[src/rtl/reg_writeback_queue_pkg.sv]
// Shared widths, the queued entry type and the youngest-match search used by
// both read ports of the writeback queue.
package reg_writeback_queue_pkg;

    localparam int DATA_WIDTH = 32;
    localparam int ADDR_WIDTH = 5;
    localparam int NUM_REGS   = 32;
    localparam int DEPTH      = 4;
    localparam int PTR_WIDTH  = 2;
    localparam int CNT_WIDTH  = PTR_WIDTH + 1;

    localparam logic [ADDR_WIDTH-1:0] ZERO_REG = '0;

    typedef struct packed {
        logic [ADDR_WIDTH-1:0] rd;
        logic [DATA_WIDTH-1:0] data;
    } wb_entry_t;

    typedef struct packed {
        logic                  hit;
        logic [DATA_WIDTH-1:0] data;
    } fwd_t;

    // Valid entries are contiguous from head, so scanning oldest to youngest
    // and letting later matches overwrite leaves the youngest match.
    function automatic fwd_t youngest_match(
        input wb_entry_t [DEPTH-1:0] entries,
        input logic [DEPTH-1:0]      valid,
        input logic [PTR_WIDTH-1:0]  head,
        input logic [ADDR_WIDTH-1:0] addr
    );
        fwd_t                 res;
        logic [PTR_WIDTH-1:0] idx;
        res = '0;
        for (int k = 0; k < DEPTH; k++) begin
            idx = head + PTR_WIDTH'(k);
            if (valid[idx] && (entries[idx].rd == addr) && (addr != ZERO_REG)) begin
                res.hit  = 1'b1;
                res.data = entries[idx].data;
            end
        end
        return res;
    endfunction

endpackage

[src/rtl/reg_writeback_queue_wb_entry_fifo.sv]
// Circular buffer of writeback entries: head/tail/count plus per-slot valid
// bits, with every slot exposed so the parent can search for hazards.
module wb_entry_fifo
    import reg_writeback_queue_pkg::*;
(
    input  logic                       clk,
    input  logic                       rst,
    input  logic                       push,
    input  wb_entry_t                  push_entry,
    input  logic                       pop,
    output wb_entry_t [DEPTH-1:0]      entries,
    output logic [DEPTH-1:0]           valid,
    output logic [PTR_WIDTH-1:0]       head,
    output logic [CNT_WIDTH-1:0]       count
);

    wb_entry_t [DEPTH-1:0] mem_q, mem_d;
    logic [DEPTH-1:0]      valid_q, valid_d;
    logic [PTR_WIDTH-1:0]  head_q, head_d;
    logic [PTR_WIDTH-1:0]  tail_q, tail_d;
    logic [CNT_WIDTH-1:0]  count_q, count_d;

    // The parent only pushes when not full and only pops when not empty, so
    // head and tail never address the same slot in one cycle.
    always_comb begin
        mem_d   = mem_q;
        valid_d = valid_q;
        head_d  = head_q;
        tail_d  = tail_q;
        count_d = count_q;
        if (push) begin
            mem_d[tail_q]   = push_entry;
            valid_d[tail_q] = 1'b1;
            tail_d          = tail_q + 1'b1;
        end
        if (pop) begin
            valid_d[head_q] = 1'b0;
            head_d          = head_q + 1'b1;
        end
        case ({push, pop})
            2'b10:   count_d = count_q + 1'b1;
            2'b01:   count_d = count_q - 1'b1;
            default: count_d = count_q;
        endcase
    end

    always_ff @(posedge clk or posedge rst) begin
        if (rst) begin
            valid_q <= '0;
            head_q  <= '0;
            tail_q  <= '0;
            count_q <= '0;
        end else begin
            valid_q <= valid_d;
            head_q  <= head_d;
            tail_q  <= tail_d;
            count_q <= count_d;
        end
    end

    // Payload storage is deliberately left out of reset.
    always_ff @(posedge clk) begin
        mem_q <= mem_d;
    end

    assign entries = mem_q;
    assign valid   = valid_q;
    assign head    = head_q;
    assign count   = count_q;

endmodule

[src/rtl/reg_writeback_queue.sv]
// Writeback queue in front of the register file write port, with a pending
// register mask and youngest-value forwarding for two decode read ports.
module reg_writeback_queue
    import reg_writeback_queue_pkg::*;
(
    input  logic                  clk,
    input  logic                  reset,
    input  logic                  inValid,
    output logic                  inReady,
    input  logic [ADDR_WIDTH-1:0] inRd,
    input  logic [DATA_WIDTH-1:0] inData,
    input  logic                  drainEn,
    output logic                  RegWr,
    output logic [ADDR_WIDTH-1:0] Rw,
    output logic [DATA_WIDTH-1:0] busW,
    input  logic [ADDR_WIDTH-1:0] Ra,
    input  logic [ADDR_WIDTH-1:0] Rb,
    output logic                  hazA,
    output logic                  hazB,
    output logic [DATA_WIDTH-1:0] fwdA,
    output logic [DATA_WIDTH-1:0] fwdB,
    output logic [NUM_REGS-1:0]   pending
);

    // Handshake: a transfer happens at a rising edge where inValid && inReady.
    // inReady is a function of registered occupancy only, never of inValid or
    // of a pop in the same cycle.

    wb_entry_t [DEPTH-1:0] entries;
    logic [DEPTH-1:0]      valid;
    logic [PTR_WIDTH-1:0]  head;
    logic [CNT_WIDTH-1:0]  count;
    logic                  push;
    logic                  has_entry;
    wb_entry_t             push_entry;
    fwd_t                  fwd_a;
    fwd_t                  fwd_b;

    assign has_entry  = (count != '0);
    assign inReady    = !reset && (count < CNT_WIDTH'(DEPTH));
    // Writes to r0 complete the handshake but are dropped.
    assign push       = inValid && inReady && (inRd != ZERO_REG);
    assign push_entry = '{rd: inRd, data: inData};

    assign RegWr = drainEn && has_entry;
    assign Rw    = has_entry ? entries[head].rd   : '0;
    assign busW  = has_entry ? entries[head].data : '0;

    wb_entry_fifo u_fifo (
        .clk        (clk),
        .rst        (reset),
        .push       (push),
        .push_entry (push_entry),
        .pop        (RegWr),
        .entries    (entries),
        .valid      (valid),
        .head       (head),
        .count      (count)
    );

    always_comb begin
        pending = '0;
        for (int i = 0; i < DEPTH; i++) begin
            if (valid[i]) begin
                pending[entries[i].rd] = 1'b1;
            end
        end
        pending[0] = 1'b0;
    end

    assign fwd_a = youngest_match(entries, valid, head, Ra);
    assign fwd_b = youngest_match(entries, valid, head, Rb);

    assign hazA = fwd_a.hit;
    assign fwdA = fwd_a.data;
    assign hazB = fwd_b.hit;
    assign fwdB = fwd_b.data;

endmodule
[config.mk]
export PLATFORM = sky130hd
export DESIGN_NAME = reg_writeback_queue
export DESIGN_NICKNAME = d
export VERILOG_FILES = /design/src/rtl/reg_writeback_queue_pkg.sv /design/src/rtl/reg_writeback_queue_wb_entry_fifo.sv /design/src/rtl/reg_writeback_queue.sv
export SDC_FILE = /design/constraint.sdc
export NUM_CORES = 1
export LEC_CHECK = 0
export BUFFER_PORTS_ARGS = -buffer_cell sky130_fd_sc_hd__buf_2
export CAP_MARGIN = 10
export CORE_MARGIN = 10
export CORE_UTILIZATION = 30
export DETAILED_ROUTE_END_ITERATION = 12
export GPL_TIMING_DRIVEN = 1
export PLACE_DENSITY = 0.47
export SYNTH_ARGS = -nofsm -noshare
export SYNTH_HDL_FRONTEND = slang
export SYNTH_SLANG_ARGS = --single-unit
[constraint.sdc]
create_clock -name clk -period 10 [get_ports clk]
set_clock_uncertainty 0.1 [all_clocks]
set_input_delay 0.5 -clock clk [delete_from_list [all_inputs] [get_ports clk]]
set_output_delay 0.5 -clock clk [all_outputs]
set_load 0.1 [all_outputs]
# After elaboration in Yosys (flattened, before gate mapping)

Index checks and enable logic that the tools add are counted.

Bits in latches: 0
Register bits after elaboration: 159
Word-level logic and storage cells: 130
Output and inout bits: 137
Bits in writable memories: 0
Input port bits: 51
Memories: 0
Bits in read-only memories: 0

Magnitude comparators: 16
Shift operators: 0
Mux-type cells: 48
$add $sub $neg: 6
Reductions and logical operators: 32
Bitwise operators: 6
Divide/modulo/power cells: 0
Multiply operators: 0
Equality and inequality tests: 10

Operators by type and width:

| cell                  | count |
|---|---|
| $bmux W37 S2          | 4 |
| $mux W33              | 8 |
| $mux W37              | 5 |
| $mux W32              | 5 |
| $bwmux W148           | 1 |
| $or A32 B32 Y32       | 3 |
| $demux W37 S2         | 1 |
| $eq A5 B5 Y1          | 8 |
| $logic_and A1 B1 Y1   | 26 |
| $lt A5 B6 Y1 const B  | 4 |
| $demux W1 S5          | 4 |
| $ge A5 B1 Y1 const B  | 4 |
| $lt A2 B3 Y1 const B  | 5 |
| $reduce_bool A5 Y1    | 3 |
| $mux W1               | 10 |
| $bmux W1 S2           | 4 |
| $mux W4               | 2 |
| $pmux W3 S2           | 1 |
| $mux W5               | 1 |
| $add A2 B1 Y2 const B | 2 |
| $add A2 B2 Y2 const B | 2 |
| $and A4 B4 Y4         | 1 |
| $demux W1 S2          | 2 |
| $ge A2 B1 Y1 const B  | 2 |
| other kinds (10)      | 10 |

# Longest topological paths before layout

Depth after elaboration: 11
Depth in mapped cells: 16
Mapped depth without buffers: 10

# Cells and area by module

From an unflattened synthesis, not the netlist that was laid out.

Cells, all modules: 1329
Area, all modules: 13287.7 um^2

Modules (own cells, without submodules):

| module              | instances | area each (um^2) | sequential area each (um^2) | cells each |
|---|---|---|---|---|
| reg_writeback_queue | 1         | 8236.6           | 0.0                         | 1134 |
| wb_entry_fifo       | 1         | 5051.1           | 4719.5                      | 195 |

# Worst setup path after synthesis

OpenSTA, ideal clock, no wires.

Path kind: reg-to-output
Start point: reg u_fifo.head_q[1] (netlist: u_fifo.head[1])
End point: out fwdA[2]
Data required time: 9.400 ns
Arrival: 5.769 ns
Slack: 3.631 ns
Path buffers: 6
Stages on the path, launching flop included: 15
Path through: dfrtp_1 clkbuf_1 buf_1 clkbuf_1 inv_1 ha_1 buf_4 buf_2 mux4_2 xnor2_1 nand4_1 nor2_1 clkbuf_1 nor3_1 a211oi_1

Word-level cells in the longest chain between the ends: 9
Elaborated cells between the ends (all ways): 35
Classes of those cells: add/sub: 3; eq/ne: 4; mux: 20; reduce/logical: 8

Ends and longest elaborated chain:

| item                                                                  | RTL line                                                                                    | source |
|---|---|---|
| start, declared                                                       | reg_writeback_queue_wb_entry_fifo.sv:19                                                     | `logic [PTR_WIDTH-1:0] head_q, head_d;` |
| start signal, assigned                                                | reg_writeback_queue_wb_entry_fifo.sv:50                                                     | `head_q <= '0;` |
| start signal, assigned                                                | reg_writeback_queue_wb_entry_fifo.sv:55                                                     | `head_q <= head_d;` |
| $add A2 B1 Y2 / $bmux W37 S2 (equally long branches)                  | reg_writeback_queue_pkg.sv:36, reg_writeback_queue_pkg.sv:37, reg_writeback_queue_pkg.sv:39 |  |
| $bmux W37 S2 / $mux W37 (equally long branches)                       | reg_writeback_queue_pkg.sv:37, reg_writeback_queue_pkg.sv:39                                |  |
| $mux W37 (not written as such) / $eq A5 B5 Y1 (equally long branches) | reg_writeback_queue_pkg.sv:39, reg_writeback_queue_pkg.sv:37                                |  |
| $eq A5 B5 Y1 / $logic_and A1 B1 Y1 (equally long branches)            | reg_writeback_queue_pkg.sv:37                                                               | `if (valid[idx] && (entries[idx].rd == addr) && (addr != ZERO_REG)) begin` |
| $logic_and A1 B1 Y1                                                   | reg_writeback_queue_pkg.sv:37                                                               |  |
| $logic_and A1 B1 Y1 / $mux W33 (equally long branches)                | reg_writeback_queue_pkg.sv:37                                                               |  |
| $mux W33 (2 in a row)                                                 | reg_writeback_queue_pkg.sv:37                                                               |  |
| $mux W33 (*)                                                          | reg_writeback_queue_pkg.sv:37                                                               |  |
| end, declared                                                         | reg_writeback_queue.sv:20                                                                   | `output logic [DATA_WIDTH-1:0] fwdA,` |

Mark *: on every way between the ends. The rest lies on a longest branch, timed or not. The select of a mux whose other input is x is not followed.

# Worst setup path in the final report

Start point: reg u_fifo.head_q[1] (netlist: u_fifo.head[1])
End point: out fwdB[26]

Word-level cells in the longest chain between the ends: 9
Elaborated cells between the ends (all ways): 35
Classes of those cells: add/sub: 3; eq/ne: 4; mux: 20; reduce/logical: 8

Ends and longest elaborated chain:

| item                                                                  | RTL line                                                                                    | source |
|---|---|---|
| $add A2 B1 Y2 / $bmux W37 S2 (equally long branches)                  | reg_writeback_queue_pkg.sv:36, reg_writeback_queue_pkg.sv:37, reg_writeback_queue_pkg.sv:39 |  |
| $bmux W37 S2 / $mux W37 (equally long branches)                       | reg_writeback_queue_pkg.sv:37, reg_writeback_queue_pkg.sv:39                                |  |
| $mux W37 (not written as such) / $eq A5 B5 Y1 (equally long branches) | reg_writeback_queue_pkg.sv:39, reg_writeback_queue_pkg.sv:37                                |  |
| $eq A5 B5 Y1 / $logic_and A1 B1 Y1 (equally long branches)            | reg_writeback_queue_pkg.sv:37                                                               |  |
| $logic_and A1 B1 Y1                                                   | reg_writeback_queue_pkg.sv:37                                                               |  |
| $logic_and A1 B1 Y1 / $mux W33 (equally long branches)                | reg_writeback_queue_pkg.sv:37                                                               |  |
| $mux W33 (2 in a row)                                                 | reg_writeback_queue_pkg.sv:37                                                               |  |
| $mux W33 (*)                                                          | reg_writeback_queue_pkg.sv:37                                                               |  |
| end, declared                                                         | reg_writeback_queue.sv:21                                                                   | `output logic [DATA_WIDTH-1:0] fwdB,` |

Marked as above.

==> flow_summary.toml <==
[timing]
fmax_mhz = 157.9
maxSlewViolCount = 0
tightest_slew_ps = 1134
rsz0062_at_grt = "no"
finalCritPeriodShare_pct = 63.33
setup_tns_ps = 0
finalHoldViolations = 0
period_needed_ps = 6333
setup_viol_count_final = 0
maxSlewHeadroom_pct = 24.42

[global_route]
grt_first_pass_wirelength_um = 64440
grt_util_all_layers_pct = 16.72
grt-ovfl-total = 0
antenna_found_initial = 4
grt_max_degree = 80
grt_pass1_vias = 10081

[place]
dpl.hpwl_um = 28160
gp_congestion = 0.8087
port_buffers = 186

[critical_path]
cp_max_fo = 79
arrival_ps = 5730
cp-start-kind = "flip-flop"
setup.worst_path.end_class = "output pin"
endpoint = "fwdB[26]"
worst_path_largest_cell_delay_ps = 1170
crit_chain = "inv_1 -> ha_4 -> mux4_2 -> xnor2_1 -> nand4_1 -> nor4_4 -> buf_4 -> nor2_4 -> buf_4 -> a221oi_1 -> o21ai_0 -> buf_2"
critPathLaunch = "u_fifo.head[1]$_DFFE_PP0N_"
r2r_cells = 5
critPathBufInv = 4
cp.depth = 12
crit_slowest_cell = "dfrtp_4"
critPathMostFrequentCell = "buf_4"
required_ps = 9400
r2r_slack_ps = 7520
r2r_start = "u_fifo.count[2]$_DFFE_PP0P_"
cp_top_family = "buffers and inverters"
critical_path_class = "flip-flop to output pin"
r2r-end = "u_fifo.entries[104]$_DFFE_PP_"

[finish]
nNetsFinal = 1145
area_growth_pct = 15.21
fin_util_pct = 35.18
final_cell_mix = "buf_2 (186), mux4_2 (148), edfxtp_1 (148)"
final_common_cell = "buf_2"
final_layout_size_suffix_gt1_share_pct = 41.93

[yosys]
ys_warn_count = 0
synthMuxAreaShare_pct = 29.93
postSynth.asyncResetShare_pct = 6.918
synth_xor_area_share_pct = 3.147
ys.flop_type = "edfxtp_1"
synth_adder_area_share_pct = 1.059
synth_edf_count = 148
synth_cells = 961
ys_seq_area_share_pct = 37.68
syn_nets = 1022
synth_area_mm2 = 0.01252
synth_compound_area_share_pct = 14.48
yosys_register_bits = 159
ys_types = 56
yosys.area_share.simple_pct = 9.481
syn_avg_cell_area_um2 = 13.03
synth_top_family_by_area = "multiplexers"

[power]
p_int_mw = 2.276
sequentialPowerShare_pct = 19.5
power_switching_share_pct = 54.84
p_leak_nw = 4.899
power_density_mw_per_mm2 = 349.2
clkPwrFrac_pct = 13.1
power_frac_comb_pct = 67.4
ir_worst_vdd_mv = 0.2951
switching_power_mw = 2.763

[floorplan]
io_pins = 188
coreArea_mm2 = 0.04102
die_height_um = 224.3
num_rows = 74
die-area_mm2 = 0.05032
die_x_um = 224.3
initial_core_util_pct = 30.54

[clock_tree]
cts_tree = "yes"
cts_buffer_depth = 2
cts_max_level = 4
clkLatencyLatePin_ps = 430
numCtsBuffers = 17
cts.sinks = 159
clk_pin_slew_worst_paths_ps = 70
cts-root-buf = "clkbuf_16"

[route]
wl_um = 43080
vias = 9790
dr.pass1.iters = 5
drt_iter0_markers = 851
viasPerCell = 6.006
drc = 0
postRouteAntennaNets = 0
wire_per_inst_um = 26.43

[min_path]
hold_path.class = "primary input to flip-flop"

[job]
max-cap-violations = 0

[run_status]
status = "finished clean"
-- Yosys cell counts, drive strengths merged, types with 18 or more instances --
library cell | number | area, µm²
nor2b | 38 | 237.7
nand2 | 53 | 198.9
xnor2 | 30 | 262.8
mux4 | 150 | 3386
buf | 45 | 280.3
clkbuf | 56 | 211.5
o221ai | 21 | 183.9
a221oi | 32 | 468.0
edfxtp | 148 | 4444
nor2 | 39 | 156.4
nand3b | 18 | 135.1
mux2i | 34 | 340.3
o21ai | 97 | 560.5
a22oi | 37 | 277.8
-- worst reg2reg max path, stage by stage, from the launching register on --
cell and delay (ps):
dfrtp_1 420, nor2_1 130, nand2_1 70, a21oi_1 450, and2_2 360, buf_4 550
-- cell type report --
cell class	instances	area [µm²]
Timing Repair Buffer	205	1076
Sequential cell	159	4727
Multi-Input combinational cell	692	7331
Clock buffer	17	425.4
Clock inverter	15	168.9
Tap cell	532	665.6
Inverter	9	33.78
Antenna cell	1	2.502
Fill cell	3977	26590
-- state kept, by name (all words and copies together) (netlist names) --
register        flops
u_fifo.valid        4
u_fifo.entries    148
u_fifo.head         2
u_fifo.tail_q       2
u_fifo.count        3
-- cells by family (layout without fill, tap and decap cells) --
logic type	Yosys count	after routing
xor gates and xnor gates	45	45
AOI/OAI and AO/OA	233	233
muxes	186	186
DFF	159	159
other	1	2
buffers and inverters	110	246
adders and majority gates	10	10
and+or+nand+nor	217	217
-- how the worst min path moves through the flow --
| stage | startpoint | endpoint | slack (ps) | depth (start not counted) |
|---|---|---|---|---|
| after floorplan | reset | u_fifo.count[0]$_DFFE_PP0P_ | 250 | 1 |
| after global placement | u_fifo.count[0]$_DFFE_PP0P_ | u_fifo.count[0]$_DFFE_PP0P_ | 420 | 1 |
| after detailed placement | u_fifo.count[2]$_DFFE_PP0P_ | u_fifo.count[2]$_DFFE_PP0P_ | 420 | 1 |
| after CTS | inData[29] | u_fifo.entries[103]$_DFFE_PP_ | 160 | 1 |
| after global routing | inData[29] | u_fifo.entries[103]$_DFFE_PP_ | 150 | 1 |
| final | inData[29] | u_fifo.entries[103]$_DFFE_PP_ | 180 | 1 |
-- power by group through the flow --
stage	Sequential (mW)	Combinational [mW]	Clock [mW]
finish	0.981	3.40	0.660
global route	1.00	3.58	0.704
CTS	0.982	3.42	0.674
detailed placement	0.996	3.42	0
global placement	0.994	3.42	0
floorplan	0.852	2.96	0
-- what timing repair did --
action / 4_1_cts / 5_1_grt
buffers inserted: 0 / 0
hold buffers: 1 / 0
resized for setup: 0 / 0
hold endpoints to repair: 11 / 0
-- metal layers --
metal / up-vias / track usage, % / part of all wire, % / wire (µm)
li1: 4205 / - / - / -
met3: 56 / 3.839 / 7.0 / 3033
met4: 6 / 4.606 / 1.8 / 797
met2: 423 / 29.30 / 51 / 21840
met5: - / 0 / 0.079 / 34
met1: 5100 / 20.23 / 40 / 17380
-- stage by stage --
| stage | hold slack [ps] | setup WS (ps) | power [mW] | cells | cell area (µm²) |
|---|---|---|---|---|---|
| after global placement | 415.9 | 4102 | 4.413 | 1596 | 13820 |
| after floorplan | 252.4 | 3631 | 3.817 | 961 | 12520 |
| after CTS | 163.0 | 3589 | 5.077 | 1629 | 14430 |
| after detailed placement | 417.9 | 4067 | 4.411 | 1596 | 13820 |
| after global routing | 153.7 | 3230 | 5.285 | 1629 | 14430 |
| final | 176.2 | 3667 | 5.039 | 1630 | 14430 |
Note: power is estimated with default switching activity, not from simulation.
